$ cat src/rtl/shift_reg_usr_if.sv
// rtl/shift_reg_usr_if.sv - control, data and burst handshake bundle for shift_reg_usr
interface shift_reg_usr_if #(
    parameter int WIDTH = 8,
    parameter int CNT_W = $clog2(WIDTH) + 1
);
    logic             en;
    logic [2:0]       mode;
    logic [WIDTH-1:0] din;
    logic             sin_l;
    logic             sin_r;
    logic             burst_start;
    logic [CNT_W-1:0] burst_len;
    logic [WIDTH-1:0] q;
    logic             sout_l;
    logic             sout_r;
    logic             busy;
    logic             done;

    modport master (
        output en, mode, din, sin_l, sin_r, burst_start, burst_len,
        input  q, sout_l, sout_r, busy, done
    );

    modport slave (
        input  en, mode, din, sin_l, sin_r, burst_start, burst_len,
        output q, sout_l, sout_r, busy, done
    );
endinterface

$ cat src/rtl/shift_reg_usr.sv
// rtl/shift_reg_usr.sv - universal shift register with auto-shift burst engine
// Rotate modes are built only when SHIFT_REG_USR_ROTATE_EN is defined.
module shift_reg_usr #(
    parameter int WIDTH = 8
) (
    input  logic            clk,
    input  logic            rst,
    shift_reg_usr_if.slave  bus
);
    localparam int CNT_W = $clog2(WIDTH) + 1;

    localparam logic [2:0] M_LOAD = 3'b001;
    localparam logic [2:0] M_SHL  = 3'b010;
    localparam logic [2:0] M_SHR  = 3'b011;
    localparam logic [2:0] M_ROL  = 3'b100;
    localparam logic [2:0] M_ROR  = 3'b101;
    localparam logic [2:0] M_CLR  = 3'b110;

    typedef enum logic {IDLE, BURST} state_t;

    state_t           state;
    logic [WIDTH-1:0] q_r;
    logic [CNT_W-1:0] cnt;
    logic [2:0]       lmode;
    logic             busy_r;
    logic             done_r;

    function automatic logic [WIDTH-1:0] apply_mode(
        input logic [2:0]       m,
        input logic [WIDTH-1:0] cur,
        input logic [WIDTH-1:0] d,
        input logic             sl,
        input logic             sr
    );
        logic [WIDTH-1:0] nxt;
        nxt = cur;
        case (m)
            M_LOAD: nxt = d;
            M_SHL:  nxt = {cur[WIDTH-2:0], sr};
            M_SHR:  nxt = {sl, cur[WIDTH-1:1]};
`ifdef SHIFT_REG_USR_ROTATE_EN
            M_ROL:  nxt = {cur[WIDTH-2:0], cur[WIDTH-1]};
            M_ROR:  nxt = {cur[0], cur[WIDTH-1:1]};
`endif
            M_CLR:  nxt = '0;
            default: nxt = cur;
        endcase
        return nxt;
    endfunction

    function automatic logic is_burst_mode(input logic [2:0] m);
`ifdef SHIFT_REG_USR_ROTATE_EN
        return (m == M_SHL) || (m == M_SHR) || (m == M_ROL) || (m == M_ROR);
`else
        return (m == M_SHL) || (m == M_SHR);
`endif
    endfunction

    // done is a one-cycle pulse and clears even while en is low
    always_ff @(posedge clk or negedge rst) begin
        if (!rst) begin
            state  <= IDLE;
            q_r    <= '0;
            cnt    <= '0;
            lmode  <= 3'b000;
            busy_r <= 1'b0;
            done_r <= 1'b0;
        end else begin
            done_r <= 1'b0;
            if (bus.en) begin
                case (state)
                    IDLE: begin
                        if (bus.burst_start && (bus.burst_len != '0) && is_burst_mode(bus.mode)) begin
                            state  <= BURST;
                            cnt    <= bus.burst_len;
                            lmode  <= bus.mode;
                            busy_r <= 1'b1;
                        end else begin
                            q_r <= apply_mode(bus.mode, q_r, bus.din, bus.sin_l, bus.sin_r);
                        end
                    end
                    BURST: begin
                        q_r <= apply_mode(lmode, q_r, bus.din, bus.sin_l, bus.sin_r);
                        cnt <= cnt - CNT_W'(1);
                        if (cnt == CNT_W'(1)) begin
                            state  <= IDLE;
                            busy_r <= 1'b0;
                            done_r <= 1'b1;
                        end
                    end
                    default: state <= IDLE;
                endcase
            end
        end
    end

    assign bus.q      = q_r;
    assign bus.sout_l = q_r[WIDTH-1];
    assign bus.sout_r = q_r[0];
    assign bus.busy   = busy_r;
    assign bus.done   = done_r;
endmodule

$ cat src/flat_wrapper.sv
// flat-port wrapper written by rule: the top's interface ports become plain ports
module shift_reg_usr_flat 
#(
    parameter int WIDTH = 8
)
  (clk, rst, bus_en, bus_mode, bus_din, bus_sin_l, bus_sin_r, bus_burst_start, bus_burst_len, bus_q, bus_sout_l, bus_sout_r, bus_busy, bus_done);
  shift_reg_usr_if #(.WIDTH(WIDTH)) bus_i ();
  input  logic clk;
  input  logic rst;
  input wire logic [$bits(bus_i.en)-1:0] bus_en;
  input wire logic [$bits(bus_i.mode)-1:0] bus_mode;
  input wire logic [$bits(bus_i.din)-1:0] bus_din;
  input wire logic [$bits(bus_i.sin_l)-1:0] bus_sin_l;
  input wire logic [$bits(bus_i.sin_r)-1:0] bus_sin_r;
  input wire logic [$bits(bus_i.burst_start)-1:0] bus_burst_start;
  input wire logic [$bits(bus_i.burst_len)-1:0] bus_burst_len;
  output wire logic [$bits(bus_i.q)-1:0] bus_q;
  output wire logic [$bits(bus_i.sout_l)-1:0] bus_sout_l;
  output wire logic [$bits(bus_i.sout_r)-1:0] bus_sout_r;
  output wire logic [$bits(bus_i.busy)-1:0] bus_busy;
  output wire logic [$bits(bus_i.done)-1:0] bus_done;
  assign bus_i.en = bus_en;
  assign bus_i.mode = bus_mode;
  assign bus_i.din = bus_din;
  assign bus_i.sin_l = bus_sin_l;
  assign bus_i.sin_r = bus_sin_r;
  assign bus_i.burst_start = bus_burst_start;
  assign bus_i.burst_len = bus_burst_len;
  assign bus_q = bus_i.q;
  assign bus_sout_l = bus_i.sout_l;
  assign bus_sout_r = bus_i.sout_r;
  assign bus_busy = bus_i.busy;
  assign bus_done = bus_i.done;
  shift_reg_usr #(.WIDTH(WIDTH)) u_core (.clk(clk), .rst(rst), .bus(bus_i));
endmodule
$ cat config.mk
export PLATFORM = sky130hd
export DESIGN_NAME = shift_reg_usr_flat
export DESIGN_NICKNAME = d
export VERILOG_FILES = /design/src/rtl/shift_reg_usr_if.sv /design/src/rtl/shift_reg_usr.sv /design/src/flat_wrapper.sv
export SDC_FILE = /design/constraint.sdc
export NUM_CORES = 1
export LEC_CHECK = 0
export ABC_AREA = 1
export CAP_MARGIN = 20
export CORE_AREA = 2 2 73 75
export DETAILED_ROUTE_END_ITERATION = 12
export DIE_AREA = 0 0 75 77
export SLEW_MARGIN = 20
export SYNTH_ARGS = -nofsm -noshare
export SYNTH_HDL_FRONTEND = slang
export SYNTH_SLANG_ARGS = --single-unit
$ cat constraint.sdc
create_clock -name clk -period 2.9 [get_ports clk]
set_clock_uncertainty 0.1 [all_clocks]
set_input_delay 0.58 -clock clk [delete_from_list [all_inputs] [get_ports clk]]
set_output_delay 0.58 -clock clk [all_outputs]
set_load 0.02 [all_outputs]
==> flow_summary.json, run 1 <==
{
  "r2r_cells": 8,
  "ant_nets": 0,
  "vias": 1736,
  "ys_seq_area_share_pct": 26.9,
  "synth_mux_area_share_pct": 0,
  "crit_chain": "clkdlybuf4s50_1",
  "portBuffers": 32,
  "grt_max_degree": 20,
  "wire_per_inst_microns": 12.8,
  "antenna_cells": 0,
  "dp_hpwl_microns": 3360,
  "rows": 26,
  "wl_met1_microns": 1880,
  "wl_microns": 4480,
  "r2r-end": "u_core.bus.q[2]$_DFFE_PN0P_",
  "cts_hold_buf": 0,
  "initial_core_util_pct": 33.7,
  "hold_path.class": "register to register",
  "wl_met2_microns": 2320,
  "grt-ovfl-total": 0,
  "synth_async_sr_flop_share_pct": 100,
  "place_area_sq_um": 2030,
  "gp_congestion": 0.873,
  "area_growth_pct": 24.5,
  "synth_enable_flop_cells": 0,
  "required_ps": 2220,
  "tightest_slew_ps": 835,
  "tns_ps": 0,
  "synth_area_sq_um": 1680,
  "clk_latency_ps": 260,
  "crit_slowest_cell": "clkdlybuf4s50_1",
  "yosys.cell_types.count": 29,
  "post_cts_buffers": 0,
  "ir_drop_mv": 0.372,
  "cts_resized": 0,
  "max_freq_mhz": 477,
  "p_leak_nw": 1.07,
  "drt_iter0_drc": 127,
  "crit_family": "buffers and inverters",
  "worstHoldStart": "u_core.lmode[2]$_DFFE_PN0P_",
  "yosys_register_bits": 18,
  "min_path_cells": 2,
  "top_layer_used": "met4",
  "hold_viol": 0,
  "synthSimpleGateAreaFrac_pct": 54.4,
  "hold_end": "u_core.lmode[2]$_DFFE_PN0P_",
  "cts_tree": "yes",
  "maxSlewHeadroom_pct": 44.1,
  "slew_violations": 0,
  "core_area_sq_um": 4980,
  "final_common_cell": "nand2_1",
  "synthCells": 252,
  "end_kind": "output port",
  "syn_avg_cell_area_sq_um": 6.65,
  "cap_violations": 0,
  "grt_pass1_wl_microns": 7620,
  "grt_pass1_vias": 1636,
  "cts_made_buffers": 3,
  "fin_crit_sh_pct": 72.3,
  "worstPathArrival_ps": 1420,
  "h-tree-depth": 1,
  "fin_nets": 304,
  "path_buf_inv": 1,
  "setup_viol": 0,
  "p_per_area_nw_per_um2": 526,
  "mostFrequentLayoutCells": "nand2_1 (83), nand3_1 (52), inv_1 (34)",
  "yosys_warnings": 0,
  "track_usage_pct": 16.6,
  "root_buffer": "clkbuf_8",
  "pin_count": 33,
  "dr_wl_met3_microns": 222,
  "cts_buffer_depth": 2,
  "synth-compound-area-share_pct": 3.96,
  "r2r_slack_ps": 1110,
  "hold_ws_ps": 390,
  "cp-start-kind": "register",
  "route.detailed.drc": 0,
  "synth_ff_type": "dfrtp_1",
  "status": "completed",
  "syn-num-nets": 275,
  "synthAdderAreaFrac_pct": 1.49,
  "r2r-start": "u_core.lmode[1]$_DFFE_PN0P_",
  "die-area_sq_um": 5780,
  "via_per_inst": 4.96,
  "totalPowerFinal_mw": 1.10,
  "die_y_microns": 77,
  "clkSlewWorstSetupHoldPaths_ps": 80,
  "nFillCells": 553,
  "synth-xor-area-share_pct": 0,
  "cts_sinks": 18,
  "die_w_microns": 75,
  "dr.pass1.iters": 4,
  "rsz0062_at_grt": "no",
  "critPathMaxFanout": 6,
  "critPathMaxStageDelay_ps": 660,
  "design_area_sq_um": 2090,
  "worst-setup-path-type": "register to output port",
  "drive_above_1_share_pct": 10.4,
  "finalCriticalPeriod_ps": 2100,
  "synth_top_family_by_area": "simple AND/OR/NAND/NOR gates",
  "antenna_found_initial": 0
}
-- area by class of cell --
class,count,area (sq um),share of cell area (%)
timing repair buffer,34,335,16.1
inverter,39,154,7.38
tap,70,87.6,4.20
clock buffer,4,55.1,2.64
multi-input combinational,185,1000,48.1
sequential,18,450,21.6
-- layer usage --
metal / vias to the layer above / global-route usage, %
met4: 0 / 2.50
met3: 4 / 3.29
li1: 873 / -
met1: 800 / 21.0
met5: - / 0
met2: 59 / 29.0
-- flip-flops by register name, summed over array words and instances, names as in the netlist --
signal and flops:
u_core.lmode 3, u_core.state 1, u_core.bus.done 1, u_core.bus.busy 1, u_core.cnt 4, u_core.bus.q 8
-- synth_stat cells (2+ instances only) --
master / n / area [sq um]
nand3_4: 3 / 52.6
nand3_1: 52 / 260
nand4_1: 17 / 106
nand2_2: 4 / 25.0
buf_2: 3 / 15.0
nor2_1: 4 / 15.0
nor2_8: 2 / 40.0
nand2_4: 2 / 22.5
inv_2: 3 / 11.3
buf_4: 4 / 30.0
nand2_1: 83 / 312
o21ai_1: 5 / 25.0
ha_1: 2 / 25.0
dfrtp_1: 18 / 450
inv_1: 34 / 128
o21ai_0: 3 / 15.0
-- report_power, final --
| group | total [mW] | switching [mW] | internal [mW] | leakage (nW) |
|---|---|---|---|---|
| Combinational | 0.485 | 0.271 | 0.214 | 0.816 |
| Sequential | 0.401 | 0.0926 | 0.309 | 0.223 |
| Clock | 0.210 | 0.0892 | 0.121 | 0.0288 |
-- cells by family (layout without fill, tap and decap cells) --
kind of cell             count (synthesis)  in the layout
AO/OA/AOI/OAI                           10             10
adder cells (fa/ha/maj)                  2              2
buffers and inverters                   49             77
flip-flops                              18             18
AND/OR/NAND/NOR                        173            173
-- through the flow --
stage | setup slack [ps] | cells | util, %
6_report | 802 | 350 | 41.9
5_1_grt | 751 | 350 | 41.9
4_1_cts | 797 | 350 | 41.9
3_5_place_dp | 611 | 346 | 40.8
3_3_place_gp | 634 | 346 | 40.8
2_1_floorplan | 1430 | 252 | -
-- how the worst max path moves through the flow --
stage	from	end	slack (ps)	cells after the start
CTS	u_core.bus.q[4]$_DFFE_PN0P_	bus_q[4]	800	1
global placement	bus_mode[1]	u_core.cnt[1]$_DFFE_PN0P_	630	7
finish	u_core.bus.q[4]$_DFFE_PN0P_	bus_q[4]	800	1
detailed placement	bus_mode[1]	u_core.bus.q[7]$_DFFE_PN0P_	610	9
floorplan	bus_mode[2]	u_core.lmode[0]$_DFFE_PN0P_	1430	8
global route	bus_mode[1]	u_core.bus.q[3]$_DFFE_PN0P_	750	9
No activity file was read; power rests on OpenSTA's default activity.
==> run 2: changes to the inputs <==
- clock period: 2.9 -> 2 ns (I/O delays scaled with it)
==> flow_summary.json, run 2 (same netlist as run 1, synthesis figures left out) <==
{
  "rsz0062_at_grt": "no",
  "switchingPower_mw": 0.671,
  "top_layer_used": "met4",
  "worstPathArrival_ps": 1390,
  "wire_per_inst_microns": 12.7,
  "r2r_slack_ps": 420,
  "maxSlewHeadroom_pct": 68.9,
  "finalCriticalPeriod_ps": 1890,
  "p_per_area_nw_per_um2": 750,
  "ant_nets": 0,
  "clk_latency_ps": 270,
  "clkSlewWorstSetupHoldPaths_ps": 80,
  "cts_hold_buf": 0,
  "antenna_found_initial": 0,
  "fin_ws_ps": 114,
  "dr_wl_met3_microns": 311,
  "hold_path.class": "input pin to asynchronous set/reset pin",
  "drive_above_1_share_pct": 13.1,
  "antenna_cells": 0,
  "setup_viol": 0,
  "r2r_cells": 8,
  "slew_violations": 0,
  "tightest_slew_ps": 466,
  "grt_pass1_wl_microns": 7890,
  "cts_buffer_depth": 2,
  "r2r-start": "u_core.lmode[0]$_DFFE_PN0P_",
  "path_buf_inv": 1,
  "mostFrequentLayoutCells": "nand2_1 (83), nand3_1 (52), inv_1 (34)",
  "status": "completed",
  "largest_reg_flops": 8,
  "critPathMaxFanout": 6,
  "initial_core_util_pct": 33.7,
  "p_clk_share_pct": 19.6,
  "die_w_microns": 75,
  "portBuffers": 32,
  "fin_nets": 313,
  "power_frac_seq_pct": 35.2,
  "post_cts_buffers": 0,
  "die_y_microns": 77,
  "gp_congestion": 0.915,
  "dr.pass1.iters": 4,
  "required_ps": 1500,
  "rows": 26,
  "track_usage_pct": 17.2,
  "crit_chain": "clkdlybuf4s50_1",
  "die-area_sq_um": 5780,
  "drt_iter0_drc": 159,
  "wl_met2_microns": 2210,
  "final_common_cell": "nand2_1",
  "cts_resized": 0,
  "cts_sinks": 18,
  "worst-setup-path-type": "register to output port",
  "pwr-share-comb_pct": 45.2,
  "end_kind": "output port",
  "root_buffer": "clkbuf_8",
  "wl_microns": 4560,
  "via_per_inst": 4.85,
  "place_area_sq_um": 2110,
  "core_area_sq_um": 4980,
  "ir_drop_mv": 0.398,
  "totalPowerFinal_mw": 1.62,
  "fin_crit_sh_pct": 94.3,
  "critPathMaxStageDelay_ps": 650,
  "hold_viol": 0,
  "max_freq_mhz": 530,
  "cp-start-kind": "register",
  "h-tree-depth": 1,
  "grt_max_degree": 20,
  "design_area_sq_um": 2170,
  "route.detailed.drc": 0,
  "dp_slack_ps": 101,
  "cap_violations": 0,
  "vias": 1742,
  "r2r-end": "u_core.bus.q[1]$_DFFE_PN0P_",
  "crit_slowest_cell": "clkdlybuf4s50_1",
  "p_leak_nw": 1.11,
  "crit_family": "buffers and inverters",
  "cts_made_buffers": 3,
  "power.internal_mw": 0.953,
  "swShare_pct": 41.3,
  "area_growth_pct": 29.3,
  "cts_tree": "yes",
  "pin_count": 33,
  "wl_met1_microns": 2020,
  "dp_hpwl_microns": 3300,
  "grt-ovfl-total": 0,
  "grt_pass1_vias": 1673,
  "tns_ps": 0
}
==> run 2: how the worst max path moves through the flow <==
| stage | slack (ps) | from | endpoint | depth (start not counted) |
|---|---|---|---|---|
| 6_report | 110 | u_core.bus.q[6]$_DFFE_PN0P_ | bus_q[6] | 1 |
| 5_1_grt | 70 | u_core.bus.q[1]$_DFFE_PN0P_ | bus_q[1] | 1 |
| 4_1_cts | 120 | u_core.bus.q[6]$_DFFE_PN0P_ | bus_q[6] | 1 |
| 3_5_place_dp | 100 | bus_mode[1] | u_core.bus.q[3]$_DFFE_PN0P_ | 7 |
| 3_3_place_gp | 100 | bus_mode[1] | u_core.bus.q[7]$_DFFE_PN0P_ | 7 |
| 2_1_floorplan | 690 | u_core.cnt[0]$_DFFE_PN0P_ | u_core.cnt[2]$_DFFE_PN0P_ | 7 |
==> run 2: power by group through the flow <==
stage | Combinational, mW | Sequential, mW | Clock, mW
floorplan | 0.426 | 0.596 | 0
global placement | 0.728 | 0.577 | 0
detailed placement | 0.737 | 0.575 | 0
CTS | 0.741 | 0.569 | 0.320
global route | 0.820 | 0.583 | 0.345
finish | 0.735 | 0.572 | 0.318
==> run 2: routing by layer <==
layer	track usage [%]	vias to the layer above
met3	3.68	2
met2	28.6	67
met4	2.50	0
met1	23.1	783
met5	0	-
li1	-	890
==> run 2: layout make-up <==
type / count / area, sq um
timing repair buffer: 43 / 415
sequential: 18 / 450
clock buffer: 4 / 55.1
fill: 532 / 2810
tap: 70 / 87.6
inverter: 39 / 154
multi-input combinational: 185 / 1000
==> run 2: stage by stage <==
step	util, %	hold slack, ps	std cells
global route	43.5	381	359
global placement	42.4	372	355
finish	43.5	367	359
detailed placement	42.4	374	355
CTS	43.5	377	359
floorplan	-	4.41	252
==> run 3: changes to the inputs <==
- ABC_AREA: 1 -> not set
- CORE_AREA: 2 2 73 75 -> 2 2 68 70
- DIE_AREA: 0 0 75 77 -> 0 0 70 72
- clock period: 2 -> 1.9 ns (I/O delays scaled with it)
==> flow_summary.json, run 3 <==
{
  "post_cts_buffers": 0,
  "drt_iter0_drc": 87,
  "yosys.area.top_type": "dfrtp_1",
  "synth_area_leaders": "dfrtp_1 (31%), o22ai_1 (5.2%), o221ai_1 (4.8%), o22a_1 (4.8%), a21o_1 (4.6%)",
  "track_usage_pct": 18.0,
  "cts_hold_buf": 0,
  "synth_enable_flop_cells": 0,
  "fin_crit_sh_pct": 96.9,
  "drive_above_1_share_pct": 24.9,
  "syn_avg_cell_area_sq_um": 9.44,
  "rows": 24,
  "finalCriticalPeriod_ps": 1840,
  "gp_congestion": 0.890,
  "netlist_top_cells_count": "dfrtp_1 (18), o22ai_1 (12), nor2b_1 (10), o21ai_0 (10)",
  "yosys_register_bits": 18,
  "crit_chain": "clkdlybuf4s50_1",
  "r2r-start": "u_core.state$_DFFE_PN0P_",
  "final_common_cell": "clkdlybuf4s50_1",
  "r2r-end": "u_core.bus.q[2]$_DFFE_PN0P_",
  "mostFrequentLayoutCells": "clkdlybuf4s50_1 (31), buf_4 (24), dfrtp_1 (18)",
  "route.detailed.drc": 0,
  "dr.pass1.iters": 4,
  "place_area_sq_um": 1930,
  "critPathMaxStageDelay_ps": 640,
  "path_buf_inv": 1,
  "hold_viol": 0,
  "area_growth_pct": 36.9,
  "grtUsageMet2_pct": 29.7,
  "worstPathArrival_ps": 1360,
  "design_area_sq_um": 1990,
  "grt_max_degree": 19,
  "synthCells": 154,
  "grt_util_met1_pct": 24.8,
  "portBuffers": 32,
  "ant_nets": 0,
  "p_leak_nw": 0.807,
  "clk_latency_ps": 260,
  "antenna_cells": 0,
  "synth_area_sq_um": 1450,
  "max_freq_mhz": 543,
  "wl_microns": 4450,
  "largest_reg_flops": 8,
  "antenna_found_initial": 0,
  "end_kind": "output port",
  "ir_drop_mv": 0.470,
  "rsz0062_at_grt": "no",
  "vias": 1482,
  "grt_busiest_layer": "met2",
  "yosys_warnings": 0,
  "syn-num-nets": 177,
  "gr-usage-met3_pct": 3.06,
  "setup_viol": 0,
  "totalPowerFinal_mw": 2.62,
  "maxSlewHeadroom_pct": 72.1,
  "r2r_cells": 5,
  "root_buffer": "clkbuf_8",
  "yosys.cell_types.count": 38,
  "die-area_sq_um": 5040,
  "cts_made_buffers": 3,
  "tightest_slew_ps": 419,
  "p_per_area_nw_per_um2": 1320,
  "r2r_slack_ps": 310,
  "cts_resized": 0,
  "clkSlewWorstSetupHoldPaths_ps": 80,
  "hold_path.class": "input pin to asynchronous set/reset pin",
  "synth_async_sr_flop_share_pct": 100,
  "dp_hpwl_microns": 3260,
  "cts_buffer_depth": 2,
  "grt-ovfl-total": 0,
  "synth_ff_type": "dfrtp_1",
  "cap_violations": 0,
  "cts_tree": "yes",
  "pin_count": 33,
  "via_per_inst": 5.86,
  "grt_pass1_wl_microns": 7290,
  "cp-start-kind": "register",
  "core_area_sq_um": 4260,
  "fin_nets": 225,
  "cts_sinks": 18,
  "h-tree-depth": 1,
  "crit_slowest_cell": "clkdlybuf4s50_1",
  "die_y_microns": 72,
  "ys_seq_area_share_pct": 31.0,
  "initial_core_util_pct": 34.1,
  "critPathMaxFanout": 6,
  "nFillCells": 417,
  "die_w_microns": 70,
  "yosysMostFrequentCell": "dfrtp_1",
  "worst-setup-path-type": "register to output port",
  "required_ps": 1420,
  "wire_per_inst_microns": 17.6,
  "slew_violations": 0,
  "grt_pass1_vias": 1430,
  "status": "completed",
  "synth_top_area_share_pct": 31.0,
  "crit_family": "buffers and inverters"
}
[run 3: cell type report]
type                            count  area [sq um]  share of cell area [%]
Multi-Input combinational cell    117           895                    44.9
Sequential cell                    18           450                    22.6
Clock buffer                        4          55.1                    2.77
Inverter                            6          22.5                    1.13
Timing Repair Buffer               56           503                    25.3
Tap cell                           52          65.1                    3.27
[run 3: per-stage QoR]
| stage | hold slack [ps] | TNS (ps) | cells | worst slack, ps | util (%) |
|---|---|---|---|---|---|
| 2_1_floorplan | -15.6 | 0 | 154 | 471 | - |
| 3_3_place_gp | 429 | -794 | 249 | -124 | 45.3 |
| 3_5_place_dp | 438 | -748 | 249 | -113 | 45.3 |
| 4_1_cts | 358 | 0 | 253 | 43.6 | 46.6 |
| 5_1_grt | 380 | 0 | 253 | 22.8 | 46.7 |
| 6_report | 346 | 0 | 253 | 58.3 | 46.7 |
[run 3: per-layer routing]
layer | wire length [microns] | up-vias
met5 | 0 | -
met4 | 38 | 0
li1 | - | 689
met2 | 2100 | 74
met3 | 303 | 5
met1 | 2010 | 714
[run 3: how the worst max path moves through the flow]
stage / cells past startpoint / to / start / slack (ps)
CTS: 1 / bus_q[5] / u_core.bus.q[5]$_DFFE_PN0P_ / 40
finish: 1 / bus_q[1] / u_core.bus.q[1]$_DFFE_PN0P_ / 60
global route: 1 / bus_q[2] / u_core.bus.q[2]$_DFFE_PN0P_ / 20
global placement: 5 / u_core.lmode[0]$_DFFE_PN0P_ / bus_mode[1] / -120
floorplan: 6 / u_core.bus.q[0]$_DFFE_PN0P_ / bus_mode[2] / 470
detailed placement: 5 / u_core.lmode[0]$_DFFE_PN0P_ / bus_mode[1] / -110
[run 3: cells by family after synthesis]
family          count (synthesis)  share of synthesized area (%)
compound gates                 78                           39.3
fa+ha+maj                       2                           1.72
buf+inv                        19                           7.49
flops                          18                           31.0
mux                             2                           1.81
simple gates                   35                           18.7
[run 3: where the power goes]
group	switching [mW]	internal (mW)
Clock	0.142	0.184
Sequential	0.227	0.542
Combinational	0.735	0.789
